**config.mk**
```make
export PLATFORM = sky130hd
export DESIGN_NAME = fifo_stream_reader
export DESIGN_NICKNAME = d
export VERILOG_FILES = /design/src/rtl/fifo_stream_reader.sv
export SDC_FILE = /design/constraint.sdc
export NUM_CORES = 1
export LEC_CHECK = 0
export CAP_MARGIN = 30
export CELL_PAD_IN_SITES_DETAIL_PLACEMENT = 1
export CELL_PAD_IN_SITES_GLOBAL_PLACEMENT = 2
export CORE_AREA = 2 2 124 126
export DETAILED_ROUTE_END_ITERATION = 8
export DIE_AREA = 0 0 126 128
export HOLD_SLACK_MARGIN = 0.1
export PLACE_DENSITY = 0.91
export REMOVE_ABC_BUFFERS = 1
export SKIP_LAST_GASP = 1
export SLEW_MARGIN = 5
export SYNTH_ARGS = -nofsm -noshare
export SYNTH_HDL_FRONTEND = slang
export SYNTH_SLANG_ARGS = --single-unit
export TNS_END_PERCENT = 5
```
**constraint.sdc**
```tcl
create_clock -name clock -period 7.4 [get_ports clock]
set_input_delay 1.48 -clock clock [delete_from_list [all_inputs] [get_ports clock]]
set_output_delay 1.48 -clock clock [all_outputs]
set_load 0.02 [all_outputs]
```
**src/rtl/fifo_stream_reader.sv**
```systemverilog
// fifo_stream_reader: drains an exact number of words from a synchronous FIFO
// into a valid/ready stream. A 2-entry output buffer hides the FIFO's one-cycle
// read latency, so reads are issued only when a buffer slot is guaranteed.
module fifo_stream_reader #(
    parameter int DATA_WIDTH = 32,
    parameter int LEN_WIDTH  = 16
) (
    input  logic                  clock,
    input  logic                  reset,
    input  logic [DATA_WIDTH-1:0] rd_data,
    input  logic                  empty,
    output logic                  rd_en,
    input  logic                  start,
    input  logic [LEN_WIDTH-1:0]  length,
    output logic                  busy,
    output logic                  done,
    output logic [DATA_WIDTH-1:0] out_data,
    output logic                  out_valid,
    input  logic                  out_ready,
    output logic                  out_last
);

    typedef enum logic [1:0] {
        IDLE = 2'd0,
        RUN  = 2'd1,
        DONE = 2'd2
    } state_t;

    state_t                state_q, state_d;
    logic [LEN_WIDTH-1:0]  issue_left_q, issue_left_d;
    logic [LEN_WIDTH-1:0]  deliver_left_q, deliver_left_d;
    logic                  inflight_q, inflight_d;
    logic [DATA_WIDTH-1:0] buf_q [2];
    logic [DATA_WIDTH-1:0] buf_d [2];
    logic                  head_q, head_d;
    logic                  tail_q, tail_d;
    logic [1:0]            buf_cnt_q, buf_cnt_d;
    logic                  pop;
    logic                  push;
    logic [2:0]            occ_after_pop;

    // Outputs and read issue, derived only from registered state plus empty/out_ready
    always_comb begin
        out_valid     = (buf_cnt_q != 2'd0);
        out_data      = out_valid ? buf_q[head_q] : '0;
        out_last      = out_valid && (deliver_left_q == LEN_WIDTH'(1));
        busy          = (state_q != IDLE);
        done          = (state_q == DONE);
        pop           = out_valid && out_ready;
        push          = inflight_q;
        // slots that will be committed after this cycle's pop; a read issued
        // now lands next cycle, so it needs one of them to be free
        occ_after_pop = {1'b0, buf_cnt_q} + {2'b00, inflight_q} - {2'b00, pop};
        rd_en         = (state_q == RUN) && !empty && (issue_left_q != '0) &&
                        (occ_after_pop < 3'd2);
    end

    // Next-state: FSM, counters and output buffer bookkeeping
    always_comb begin
        state_d        = state_q;
        issue_left_d   = issue_left_q;
        deliver_left_d = deliver_left_q;
        head_d         = head_q;
        tail_d         = tail_q;
        buf_cnt_d      = buf_cnt_q;
        buf_d          = buf_q;
        inflight_d     = rd_en;

        case (state_q)
            IDLE: begin
                if (start) begin
                    if (length == '0) begin
                        state_d = DONE;
                    end else begin
                        state_d        = RUN;
                        issue_left_d   = length;
                        deliver_left_d = length;
                    end
                end
            end
            RUN: begin
                if (rd_en) issue_left_d = issue_left_q - LEN_WIDTH'(1);
                if (pop) begin
                    deliver_left_d = deliver_left_q - LEN_WIDTH'(1);
                    if (deliver_left_q == LEN_WIDTH'(1)) state_d = DONE;
                end
            end
            DONE:    state_d = IDLE;
            default: state_d = IDLE;
        endcase

        // rd_data of last cycle's read is written to the tail
        if (push) begin
            buf_d[tail_q] = rd_data;
            tail_d        = ~tail_q;
        end
        if (pop) head_d = ~head_q;

        case ({push, pop})
            2'b10:   buf_cnt_d = buf_cnt_q + 2'd1;
            2'b01:   buf_cnt_d = buf_cnt_q - 2'd1;
            default: buf_cnt_d = buf_cnt_q;
        endcase
    end

    // State registers; reset drops any buffered or in-flight data
    always_ff @(posedge clock or posedge reset) begin
        if (reset) begin
            state_q        <= IDLE;
            issue_left_q   <= '0;
            deliver_left_q <= '0;
            inflight_q     <= 1'b0;
            head_q         <= 1'b0;
            tail_q         <= 1'b0;
            buf_cnt_q      <= 2'd0;
            buf_q[0]       <= '0;
            buf_q[1]       <= '0;
        end else begin
            state_q        <= state_d;
            issue_left_q   <= issue_left_d;
            deliver_left_q <= deliver_left_d;
            inflight_q     <= inflight_d;
            head_q         <= head_d;
            tail_q         <= tail_d;
            buf_cnt_q      <= buf_cnt_d;
            buf_q[0]       <= buf_d[0];
            buf_q[1]       <= buf_d[1];
        end
    end

endmodule

```
==> results by group <==
Power and ir drop
  – Int Pwr: 1.82 mW
  – Leak: ~2.7 nW
  – Maximum VDD drop: 0.137 mV
  – Psw: 1.19 mW
  – Sw frac: 39.5%
  – Logic pwr share: 48.0%
  – P per Cell Area: 446 nW/µm²
  – Clock power frac: 16.6%
  – Flop pwr share: around 35%

Worst setup path
  – Req. time, crit path: 5.92 ns
  – CP Class: in -> out
  – Register-to-Register Path Depth: 10
  – Critical Path Sink Type: output port
  – Delay-heaviest family, CP: buffers and inverters
  – Setup crit start: out_ready
  – R2R Setup Slk: 4.59 ns
  – CP Max Fanout: 6
  – Critical-path cell list: clkdlybuf4s50_1, nand2_1, nor2_1, a21oi_1, nand2b_1, fa_1, xnor2_1, and4b_1, nand2_2, inv_1, clkdlybuf4s50_1
  – WP buf/inv: 3
  – Worst R2R Start: buf_cnt_q[1]$_DFFE_PP0P_
  – Most frequent CP cell: clkdlybuf4s50_1
  – Critical Path Start Type: input port
  – Arr. time, crit path: 4.39 ns
  – Slowest-stage cell, CP: clkdlybuf4s50_1
  – Reg-to-Reg End: issue_left_q[6]$_DFFE_PP0P_
  – Critical Path Max Stage Delay: about 0.64 ns

CTS
  – Setup Fix Bufs, Post-CTS: 0
  – Worst-Skew Late Latency: 0.35 ns
  – Root Buffer: clkbuf_16
  – Post_cts resized: 0
  – Number of clock sinks: between 100 and 150
  – # hold bufs at CTS: 0
  – # H-tree levels: 3
  – Num CTS Buffers: 9
  – CTS tree: built
  – Clk buf depth: 2
  – Clock transition at path regs: 0.07 ns

Layout
  – Commonest non-fill, non-tap cells in the layout: dfrtp_1 (102), clkdlybuf4s50_1 (89), nor2_1 (66)
  – Antenna cells: 0
  – Most common cell after layout, fill and taps aside: dfrtp_1
  – Total area of sequential cells: 2580 µm²
  – Filler instances: 1650
  – Util after Layout: 45.6%
  – Cell Count, Final, Fillers Out: 775
  – Proportion of layout cells with a drive suffix above 1: 17.7%
  – Layout Nets: 640
  – Area delta synth->final: 26.8%
  – Multi-input logic area: 2600 µm²

Floorplanning
  – Full die area: 16100 µm²
  – Std-Cell Rows: 45
  – Chip height: 128 µm
  – Core area: 14900 µm²
  – Boundary Pins: 90
  – Die width: 126 µm
  – Effective utilization at floorplan: 35.9%

Yosys
  – Sequential element share of the synthesized area: 48.3%
  – XOR/XNOR share of the synthesized area: less than 1%
  – Post-Syn Area: 5340 µm²
  – Synth area leader: dfrtp_1
  – Synth area leaders: dfrtp_1 (48%), mux2_2 (13%), mux2i_1 (6.0%)
  – Post-synthesis cell type count: 54
  – Post-synth EDFFs: 0
  – Ys async rst share: 100%
  – Combinational family with the most area after synthesis: multiplexers
  – Synth Warn #: 0
  – Post-Syn Instances: 503
  – Avg Inst Size Synth: 10.6 µm²
  – Adder-cell share of the synthesized area: 1.31%
  – Compound-Gate Fraction of Synth Area: between 10 and 15%
  – Multiplexer area fraction after synthesis: about 19%
  – Simple-gate share of the synthesized area: 13.4%
  – Synth top area share: 48.3%
  – Post-synthesis sequential element count: between 100 and 150
  – Top FF cell, synth: dfrtp_1

STA
  – Worst Skew: 0.00648 ns
  – Total negative slack: 0 ns
  – Final hold vios: 0
  – RSZ-0062 raised after global routing: no
  – Worst slew margin: 43.9%
  – Setup violations, final: 0
  – Tmin final: 5.87 ns
  – Max Clock Freq: around 170 MHz
  – Crit share post-route: around 79%
  – Max-slew violation count: 0
  – Worst-margin pin slew: roughly 0.83 ns

Placement
  – Final HPWL DP: 10100 µm
  – Placed insts: 759
  – Final GP Congestion: 0.864
  – IO Port Bufs: 89

Detailed routing
  – Post-DRT Antenna Nets: 0
  – DRT Wirelength: approximately 14000 µm
  – Remaining DRCs: 0
  – DR iter-0 viols: 225
  – Wire length per cell: 18.5 µm
  – DRT Pass-1 Iters: 4
  – Mean number of vias per cell: between 5 and 6
  – Routed vias: 4272

Hold path
  – Min-Delay Path Depth: 1
  – WHS Endpoint: buf_q[4]$_DFFE_PP0P_
  – HP Start: buf_q[4]$_DFFE_PP0P_
  – HP Class: reg -> reg

Run status
  – Outcome: finished, final reports clean

GRT
  – Vias in the first global route: 4435
  – Largest net degree at the start of global routing: 53
  – First-pass GRT wire length: 23400 µm
  – Initial antenna violation count: 0
  – GRT overflow: 0
  – GRT Total Usage: between 10% and 20%

Run
  – Max cap viols: 0
sequential cells by signal, indices dropped and copies added, names as in the netlist:
name,cells
state_q,2
tail_q,1
buf_cnt_q,2
buf_q,64
deliver_left_q,16
inflight_q,1
issue_left_q,16
head_q,1
routing by layer:
layer | global-route usage [%] | vias up | routed length, µm
met5 | 0 | - | 0
met4 | 6.14 | 0 | 246
met3 | 2.92 | 16 | 502
met2 | 30.0 | 96 | 6700
met1 | 24.4 | 2160 | 6910
li1 | - | 2000 | -
area by class of cell:
type	instances	share of cell area (%)
multi-input cells	356	38.3
well taps	188	3.47
clock inverters	6	1.11
clock buffers	10	3.53
repair buffers	99	14.7
flip-flops and latches	103	38.1
inverters	13	0.757
cell usage after synthesis, types with 2 or more instances:
master	count
dfrtp_1	103
nor2_1	67
mux2_2	64
mux2i_1	32
a21oi_1	24
clkbuf_1	21
nand2_1	18
o21ai_0	18
o22a_1	14
a31oi_1	13
inv_1	13
nor3_1	13
nor4_1	12
buf_1	7
a2bb2oi_1	4
ha_1	4
nand2b_1	4
nand3_1	4
or3_1	4
a22o_1	3
and2_1	3
nor2b_1	3
o21ai_1	3
o21bai_1	3
o22ai_1	3
o31a_1	3
or4_1	3
xnor2_1	3
a41oi_1	2
and4b_1	2
buf_2	2
nand4_1	2
o211ai_1	2
o21a_1	2
o21ba_2	2
o311ai_0	2
o41ai_1	2
or3b_2	2
or4b_2	2
cell families (layout without fill, tap and decap cells):
group,Yosys count,after routing
compound gates,106,106
xor+xnor,4,4
fa+ha+maj,5,5
buf+inv,44,128
flops,103,103
mux,96,96
simple gates,145,145
power by group through the flow:
stage	clock, mW	combinational, mW	sequential [mW]
2_1_floorplan	0	0.966	1.03
3_3_place_gp	0	1.35	1.09
3_5_place_dp	0	1.46	1.08
4_1_cts	0.516	1.46	1.07
5_1_grt	0.536	1.58	1.11
6_report	0.502	1.45	1.07
per-stage QoR:
stage                     total power, mW  hold slack (ns)  setup slack [ns]  instance area, µm²
after CTS                            3.04            0.503              1.51                6770
after detailed placement             2.53            0.486              1.54                6460
after global routing                 3.22            0.517              1.29                6770
after global placement               2.44            0.476              1.62                6410
after floorplan                      2.00            0.456              2.86                5220
final                                3.02            0.506              1.53                6770
how the worst max path moves through the flow:
stage	endpoint	slack (ns)	cells after the start
after global placement	rd_en	1.62	11
after detailed placement	rd_en	1.54	11
after floorplan	rd_en	2.86	9
after global routing	rd_en	1.29	11
final	rd_en	1.53	11
after CTS	rd_en	1.51	11
No activity file was read; power rests on OpenSTA's default activity.
